===== config.mk =====
export PLATFORM = sky130hd
export DESIGN_NAME = calc_result_display
export DESIGN_NICKNAME = d
export VERILOG_FILES = /design/src/rtl/calc_result_display.sv
export SDC_FILE = /design/constraint.sdc
export NUM_CORES = 1
export LEC_CHECK = 0
export ABC_AREA = 1
export BUFFER_PORTS_ARGS = -buffer_cell sky130_fd_sc_hd__buf_2
export CAP_MARGIN = 10
export CELL_PAD_IN_SITES_DETAIL_PLACEMENT = 1
export CELL_PAD_IN_SITES_GLOBAL_PLACEMENT = 2
export CORE_MARGIN = 5
export CORE_UTILIZATION = 33
export DETAILED_ROUTE_END_ITERATION = 10
export GPL_TIMING_DRIVEN = 0
export PLACE_DENSITY = 0.89
export SLEW_MARGIN = 25
export SYNTH_ARGS = -nofsm -noshare
export SYNTH_HDL_FRONTEND = slang
export SYNTH_SLANG_ARGS = --single-unit
export TNS_END_PERCENT = 30

===== constraint.sdc =====
create_clock -name Clk -period 2.5 [get_ports Clk]
set_input_delay 0.375 -clock Clk [delete_from_list [all_inputs] [get_ports Clk]]
set_output_delay 0.375 -clock Clk [all_outputs]
set_load 0.05 [all_outputs]

===== src/rtl/calc_result_display.sv =====
// Captures C/Flag on a Done rising edge, converts to 5 BCD digits in 17 cycles, scans an 8-digit active-low display.
// Build option LEADING_ZERO_BLANK_EN blanks leading zero digits 4..1; digit 0 is always shown.
module calc_result_display #(
  parameter int SCAN_DIV = 100000
) (
  input  logic        Clk,
  input  logic        Reset,
  input  logic [15:0] C,
  input  logic        Flag,
  input  logic        Done,
  output logic        Busy,
  output logic [19:0] Bcd,
  output logic [7:0]  An,
  output logic        Ca,
  output logic        Cb,
  output logic        Cc,
  output logic        Cd,
  output logic        Ce,
  output logic        Cf,
  output logic        Cg,
  output logic        Dp
);

  localparam int CNT_W = $clog2(SCAN_DIV);
  localparam logic [CNT_W-1:0] CNT_MAX = CNT_W'(SCAN_DIV - 1);
  localparam logic [6:0] SEG_BLANK = 7'b1111111;
  localparam logic [6:0] SEG_E     = 7'b0110000;

  typedef enum logic [1:0] {
    S_IDLE    = 2'd0,
    S_CONVERT = 2'd1,
    S_UPDATE  = 2'd2
  } state_t;

  state_t            r_state;
  state_t            w_state_nxt;
  logic              r_done_d;
  logic              w_capture;
  logic              w_load;
  logic              w_shift;
  logic              w_commit;
  logic [35:0]       r_shift;
  logic [35:0]       w_adj;
  logic [3:0]        r_iter;
  logic              r_flag;
  logic [19:0]       r_bcd;
  logic              r_disp_flag;
  logic [CNT_W-1:0]  r_scan_cnt;
  logic [2:0]        r_digit;
  logic              w_wrap;
  logic              r_slot_start;
  logic [3:0]        w_nib;
  logic              w_show;
  logic [6:0]        w_seg;
  logic [7:0]        r_an;
  logic [6:0]        r_seg;

  function automatic logic [6:0] f_seg(input logic [3:0] i_nib);
    case (i_nib)
      4'd0:    f_seg = 7'b0000001;
      4'd1:    f_seg = 7'b1001111;
      4'd2:    f_seg = 7'b0010010;
      4'd3:    f_seg = 7'b0000110;
      4'd4:    f_seg = 7'b1001100;
      4'd5:    f_seg = 7'b0100100;
      4'd6:    f_seg = 7'b0100000;
      4'd7:    f_seg = 7'b0001111;
      4'd8:    f_seg = 7'b0000000;
      4'd9:    f_seg = 7'b0000100;
      default: f_seg = SEG_BLANK;
    endcase
  endfunction

  assign w_capture = Done & ~r_done_d;

  // ---------------- Conversion FSM ----------------
  always_ff @(posedge Clk) begin
    if (Reset) begin
      r_state <= S_IDLE;
    end else begin
      r_state <= w_state_nxt;
    end
  end

  // A capture edge in any state (re)starts the conversion; latest value wins.
  always_comb begin
    w_state_nxt = r_state;
    w_load      = 1'b0;
    w_shift     = 1'b0;
    w_commit    = 1'b0;
    case (r_state)
      S_IDLE: begin
        if (w_capture) begin
          w_load      = 1'b1;
          w_state_nxt = S_CONVERT;
        end
      end
      S_CONVERT: begin
        if (w_capture) begin
          w_load      = 1'b1;
          w_state_nxt = S_CONVERT;
        end else begin
          w_shift = 1'b1;
          if (r_iter == 4'd15) begin
            w_state_nxt = S_UPDATE;
          end
        end
      end
      S_UPDATE: begin
        if (w_capture) begin
          w_load      = 1'b1;
          w_state_nxt = S_CONVERT;
        end else begin
          w_commit    = 1'b1;
          w_state_nxt = S_IDLE;
        end
      end
      default: w_state_nxt = S_IDLE;
    endcase
  end

  always_comb begin
    w_adj = r_shift;
    for (int k = 0; k < 5; k++) begin
      if (r_shift[16 + 4*k +: 4] >= 4'd5) begin
        w_adj[16 + 4*k +: 4] = r_shift[16 + 4*k +: 4] + 4'd3;
      end
    end
  end

  always_ff @(posedge Clk) begin
    if (Reset) begin
      r_done_d    <= 1'b0;
      r_shift     <= 36'h0;
      r_iter      <= 4'd0;
      r_flag      <= 1'b0;
      r_bcd       <= 20'h0;
      r_disp_flag <= 1'b0;
    end else begin
      r_done_d <= Done;
      if (w_load) begin
        r_shift <= {20'h0, C};
        r_flag  <= Flag;
        r_iter  <= 4'd0;
      end else if (w_shift) begin
        r_shift <= w_adj << 1;
        r_iter  <= r_iter + 4'd1;
      end
      if (w_commit) begin
        r_bcd       <= r_shift[35:16];
        r_disp_flag <= r_flag;
      end
    end
  end

  assign Busy = (r_state != S_IDLE);
  assign Bcd  = r_bcd;

  // ---------------- Display scan ----------------
  assign w_wrap = (r_scan_cnt == CNT_MAX);

  always_ff @(posedge Clk) begin
    if (Reset) begin
      r_scan_cnt   <= '0;
      r_digit      <= 3'd0;
      r_slot_start <= 1'b1;
    end else begin
      r_slot_start <= w_wrap;
      if (w_wrap) begin
        r_scan_cnt <= '0;
        r_digit    <= r_digit + 3'd1;
      end else begin
        r_scan_cnt <= r_scan_cnt + 1'b1;
      end
    end
  end

  always_comb begin
    w_nib  = 4'h0;
    w_show = 1'b0;
    w_seg  = SEG_BLANK;
    case (r_digit)
      3'd0: begin w_nib = r_bcd[3:0];   w_show = 1'b1; end
      3'd1: begin w_nib = r_bcd[7:4];   w_show = 1'b1; end
      3'd2: begin w_nib = r_bcd[11:8];  w_show = 1'b1; end
      3'd3: begin w_nib = r_bcd[15:12]; w_show = 1'b1; end
      3'd4: begin w_nib = r_bcd[19:16]; w_show = 1'b1; end
      default: w_show = 1'b0;
    endcase
`ifdef LEADING_ZERO_BLANK_EN
    case (r_digit)
      3'd1: if (r_bcd[19:4]  == 16'h0) w_show = 1'b0;
      3'd2: if (r_bcd[19:8]  == 12'h0) w_show = 1'b0;
      3'd3: if (r_bcd[19:12] == 8'h0)  w_show = 1'b0;
      3'd4: if (r_bcd[19:16] == 4'h0)  w_show = 1'b0;
      default: ;
    endcase
`endif
    if (w_show) begin
      w_seg = f_seg(w_nib);
    end
    if (r_digit == 3'd7 && r_disp_flag) begin
      w_show = 1'b1;
      w_seg  = SEG_E;
    end
  end

  // Outputs load only at the first cycle of a slot so a digit never tears mid-dwell.
  always_ff @(posedge Clk) begin
    if (Reset) begin
      r_an  <= 8'hFF;
      r_seg <= SEG_BLANK;
    end else if (r_slot_start) begin
      r_an  <= w_show ? ~(8'h01 << r_digit) : 8'hFF;
      r_seg <= w_show ? w_seg : SEG_BLANK;
    end
  end

  assign An = r_an;
  assign {Ca, Cb, Cc, Cd, Ce, Cf, Cg} = r_seg;
  assign Dp = 1'b1;

endmodule

* Word level (Yosys, flattened, before mapping)
Memories as Yosys holds them, arrays and structs flattened. Index checks and enable logic that the tools add are counted.
Cells by class: reduce and logical (&&, ||, !) cells 10, add/subtract/negate cells 8, bitwise logic cells 3, $lt $le $gt $ge 5, equality and inequality tests 11, multiplexer cells 24, shift-type cells 1
Operators with widths (count):
- two-way mux 16 bit | 2
- two-way mux 7 bit | 3
- greater-or-equal comparator 4 x 3 -> 1 bit, second input constant | 5
- one-hot mux 4 bit (5 select lines) | 1
- adder 17 x 1 -> 17 bit, second input constant | 1
- == test 17 bit, second input constant | 1
- adder 4 x 2 -> 4 bit, second input constant | 4
- two-way mux 4 bit | 4
- two-way mux 1 bit | 8
- two-way mux 8 bit | 1
- NOT 8 bit | 1
- << shifter 1 x 3 -> 8 bit, first input constant | 1
- == test 3 x 2 -> 1 bit, second input constant | 2
- == test 3 bit, second input constant | 2
- two-way mux 2 bit | 3
- one-hot mux 2 bit (3 select lines) | 1
- OR reduction 5 bit | 1
- adder 4 x 1 -> 4 bit, second input constant | 1
- == test 4 bit, second input constant | 1
- nonzero test 2 bit | 2
- OR reduction 2 bit | 2
- adder 3 x 1 -> 3 bit, second input constant | 1
- adder 3 x 2 -> 3 bit, second input constant | 1
- == test 3 x 1 -> 1 bit, second input constant | 1
- other kinds (12) | 12
Storage, ports and cells: word-level logic and storage cells 76, register bits 101, memories 1, bits in read-only memories 112
Memory list:
- (no name shown) | depth 16, width 7, read ports 1, clocked after memory_dff 0, write ports 0, line 59 | case (i_nib)

* Longest topological paths before layout
depth after elaboration 6, mapped depth 17

* Worst setup path before layout
OpenSTA, ideal clock, no wires.
kind register to register, start register r_digit[0], end register r_seg[2], cell stages (with the launch flop) 13, path buffers 1, path slack 622 ps, arrival time 1819 ps, library setup time 60 ps, cell sequence dfxtp_1 > inv_1 > ha_1 > buf_2 > nand3_1 > nand3_1 > nor2_2 > inv_1 > ha_1 > or2_2 > nand3_1 > nand2_1 > nand2_1
Between the ends: cells in the longest elaborated chain, start to end 6, elaborated cells between the ends (all ways) 15
RTL lines:
- start: declaration | line 49 | logic [2:0] r_digit;
- start signal: assignment | line 171 | r_digit <= r_digit + 3'd1;
- == test 3 bit (tied with other cells) | line 182 | case (r_digit)
- one-hot mux 4 bit (5 select lines) or OR reduction 5 bit (tied branches)
- memory read (16 x 7 bit) or two-way mux 1 bit (tied branches)
- two-way mux 7 bit | line 199 | if (w_show) begin
- two-way mux 7 bit | line 202 | if (r_digit == 3'd7 && r_disp_flag) begin
- two-way mux 7 bit * | line 215 | r_seg <= w_show ? w_seg : SEG_BLANK;
- end signal: assignment | line 215
- end: declaration | line 56 | logic [6:0] r_seg;
Mark *: on every way between the ends. The rest lies on a longest branch, timed or not. A chain may end at the register's enable or synchronous reset.

* Worst setup path after layout
start register r_digit[1], end register r_seg[5]
The elaborated chain is that of the path after synthesis.

==> key figures <==
Run status
  • Status: complete, no violations

Final layout
  • Share of layout cells above drive strength 1: 0.153
  • Final net count: 778
  • Area Growth Syn to Fin: 16.1%
  • Design area: 0.00568 mm^2
  • Antenna Cells: 0

Worst setup path
  • Most numerous cell on the critical path: nand2_1
  • Worst setup EP type: register
  • Crit-path max FO: 6
  • R2r worst-path depth: 12
  • Crit path max-delay family: adder cells
  • Critical path, cell by cell: ha_1 > ha_1 > nand2_1 > nand2_1 > inv_1 > nand3b_1 > inv_1 > ha_1 > nand2_1 > nand2_1 > o21ai_1 > nand2_1
  • Buf/Inv on CP: 2
  • Worst path depth: 12
  • Worst Setup SP: r_digit[1]
  • Req. time, crit path: 2750 ps
  • Critical path class: reg -> reg
  • R2r startpoint: r_digit[1]
  • Startpoint Class: register
  • CP arrival: 2450 ps
  • R2R Path End: r_seg[5]
  • CP endpoint: r_seg[5]
  • Critical path's slowest cell: dfxtp_1
  • Worst stage delay on the critical path: 400 ps
  • Flop2flop setup slack: 300 ps

STA
  • Tmin final: 2200 ps
  • Fmax: 0.455 GHz
  • Fin crit share: 0.880
  • Clock Skews: 8.45 ps
  • Max Slew Vio Count: 0
  • Sum of negative setup slack: 0 ps
  • Hold Vio Cnt, Final: 0
  • Setup violations, final: 0
  • Worst slew pin tran: 566 ps
  • RSZ-0062 raised after global routing: no
  • Relative slew slack: 0.623

Global routing
  • Global Route Usage Sum: 0.162
  • GRT overflow: 0
  • Vias in the first global route: 4,774
  • Initial antenna violation count: 0
  • First-pass GRT wire length: 23,600 um
  • Largest net degree at the start of global routing: 17

Logic synthesis
  • Syn avg cell area: 7.32 um^2
  • Synth Cell Area: 0.00489 mm^2
  • EDFF count, synth: 0
  • Most frequent cell after synthesis: nand2_1
  • Synth top area cells: dfxtp_1 (41%), nand2_1 (12%), ha_1 (6.1%), inv_1 (5.9%), a21oi_1 (5.8%)
  • Dominant cell type by area after synthesis: dfxtp_1
  • Syn Nets: 713
  • FF+latch count, synth: 101
  • Top-area cell type share of the netlist area: 0.413
  • Most frequent cells after synthesis: nand2_1 (160), dfxtp_1 (101), inv_1 (77)
  • Yosys warns: 0
  • Synth Flop Type: dfxtp_1
  • Synth cell types: 37
  • Async S/R FF share, synth: 0
  • Syn Inst Count: 669
  • Sequential fraction of the synthesis area: 0.413

Floorplan
  • Num rows: 44
  • Initial Util: 0.337
  • Core Box Area: 0.0145 mm^2
  • Die ar.: 0.0174 mm^2
  • Floorplan die height: 132 um
  • Num ports: 57
  • Die width: 132 um

Min path
  • Hold WC Path Type: in -> reg

Clocking
  • Clock Latency Late Sink: 350 ps
  • CTS sink cnt: 101
  • Setup bufs post-CTS: 0
  • PostCTS Resize Cnt: 0
  • TritonCTS clock tree: yes
  • Clk buf depth: 2
  • CTS Hold Buffers Added: 0
  • Total CTS buffers: 9
  • Root buf cell: clkbuf_16
  • Clk pin slew, worst setup/hold paths: 70 ps
  • H-tree depth: 3

Routing
  • Initial DRC count: 227
  • Routed length per instance: 14.7 um
  • Via density: 4.95
  • DRT antenna net count: 0
  • Pre-antenna DRT Iters: 4
  • DRC: 0
  • DR vias: 4,568
  • Final WL: 13,600 um

Placed design
  • Global placement routability congestion: 0.763
  • Placed Area: 0.00540 mm^2
  • PortBufs: 54
  • HPWL after DPL: 10,500 um

Job
  • Number of max-cap violations: 0

Power
  • Pwr Density: 581 mW/mm^2
  • LEAKAGE: 0.00257 uW
  • Peak supply drop: 0.327 mV
[layout by cell type, fill, tap and decap left out, types with 3 or more instances in the layout]
master	n
a21oi_1	57
a31oi_1	16
buf_2	63
clkbuf_1	12
clkbuf_16	9
dfxtp_1	101
ha_1	24
inv_1	77
inv_2	4
nand2_1	160
nand2_2	7
nand3_1	35
nand3_2	4
nand4_1	6
nor2_1	47
nor2_2	4
nor2_4	5
nor3_1	5
o21ai_0	55
o21ai_1	3
o22ai_1	3
xor2_1	14
[sequential cells by signal, indices dropped and copies added, names as in the netlist, 2 cells and up]
| register | count |
|---|---|
| Bcd | 20 |
| r_state | 2 |
| r_seg | 7 |
| r_digit | 3 |
| r_shift | 36 |
| r_iter | 4 |
| r_scan_cnt | 17 |
| An | 8 |
[worst min-delay path by stage]
stage                        startpoint       endpoint  depth (start not counted)
after detailed placement  r_scan_cnt[0]  r_scan_cnt[0]                          1
after global placement    r_scan_cnt[0]  r_scan_cnt[0]                          1
final                              Done       r_done_d                          3
after global routing               Done       r_done_d                          3
after floorplan           r_scan_cnt[0]  r_scan_cnt[0]                          1
after CTS                          Done       r_done_d                          3
[per-stage QoR]
step	setup WS, ps	power, uW	utilization	std cells	hold WS (ps)
after floorplan	622	1890	-	669	418
after global placement	351	1960	0.371	907	429
after detailed placement	304	1970	0.371	907	449
after CTS	267	3370	0.391	923	230
after global routing	84.6	3460	0.391	923	246
final	300	3300	0.391	923	240
[power breakdown]
group	total (uW)	switching, uW	internal [uW]
Clock	1370	635	730
Sequential	1670	23.3	1650
Combinational	260	187	72.9
Total	3300	846	2450
[logic make-up after synthesis]
kind of cell	share of synthesized area
buf+inv	0.0895
fa+ha+maj	0.0614
compound gates	0.148
other cells	0.000766
flops	0.413
xor+xnor	0.0286
simple gates	0.258
[worst register-to-register path, cell delays in order, from the launching register on]
cell	delay [ps]
dfxtp_1	400
ha_1	210
ha_1	340
nand2_1	100
nand2_1	70
inv_1	40
nand3b_1	150
inv_1	130
ha_1	310
nand2_1	100
nand2_1	60
o21ai_1	140
nand2_1	60
[cell type report]
type / count / area, um^2
Sequential cell: 101 / 2020
Tap cell: 184 / 230
Clock buffer: 11 / 253
Multi-Input combinational cell: 461 / 2430
Clock inverter: 5 / 33.8
Fill cell: 1876 / 8850
Timing Repair Buffer: 54 / 270
Inverter: 82 / 310
Buffer: 25 / 128
[routing by layer]
layer	routed length, um	GRT usage	vias up	part of all wire
li1	-	-	2287	-
met1	6250	0.202	2192	0.46
met2	6570	0.278	80	0.48
met3	640	0.0515	9	0.047
met4	107	0.0314	0	0.0079
met5	0	0	-	0
No activity file was read; power rests on OpenSTA's default activity.
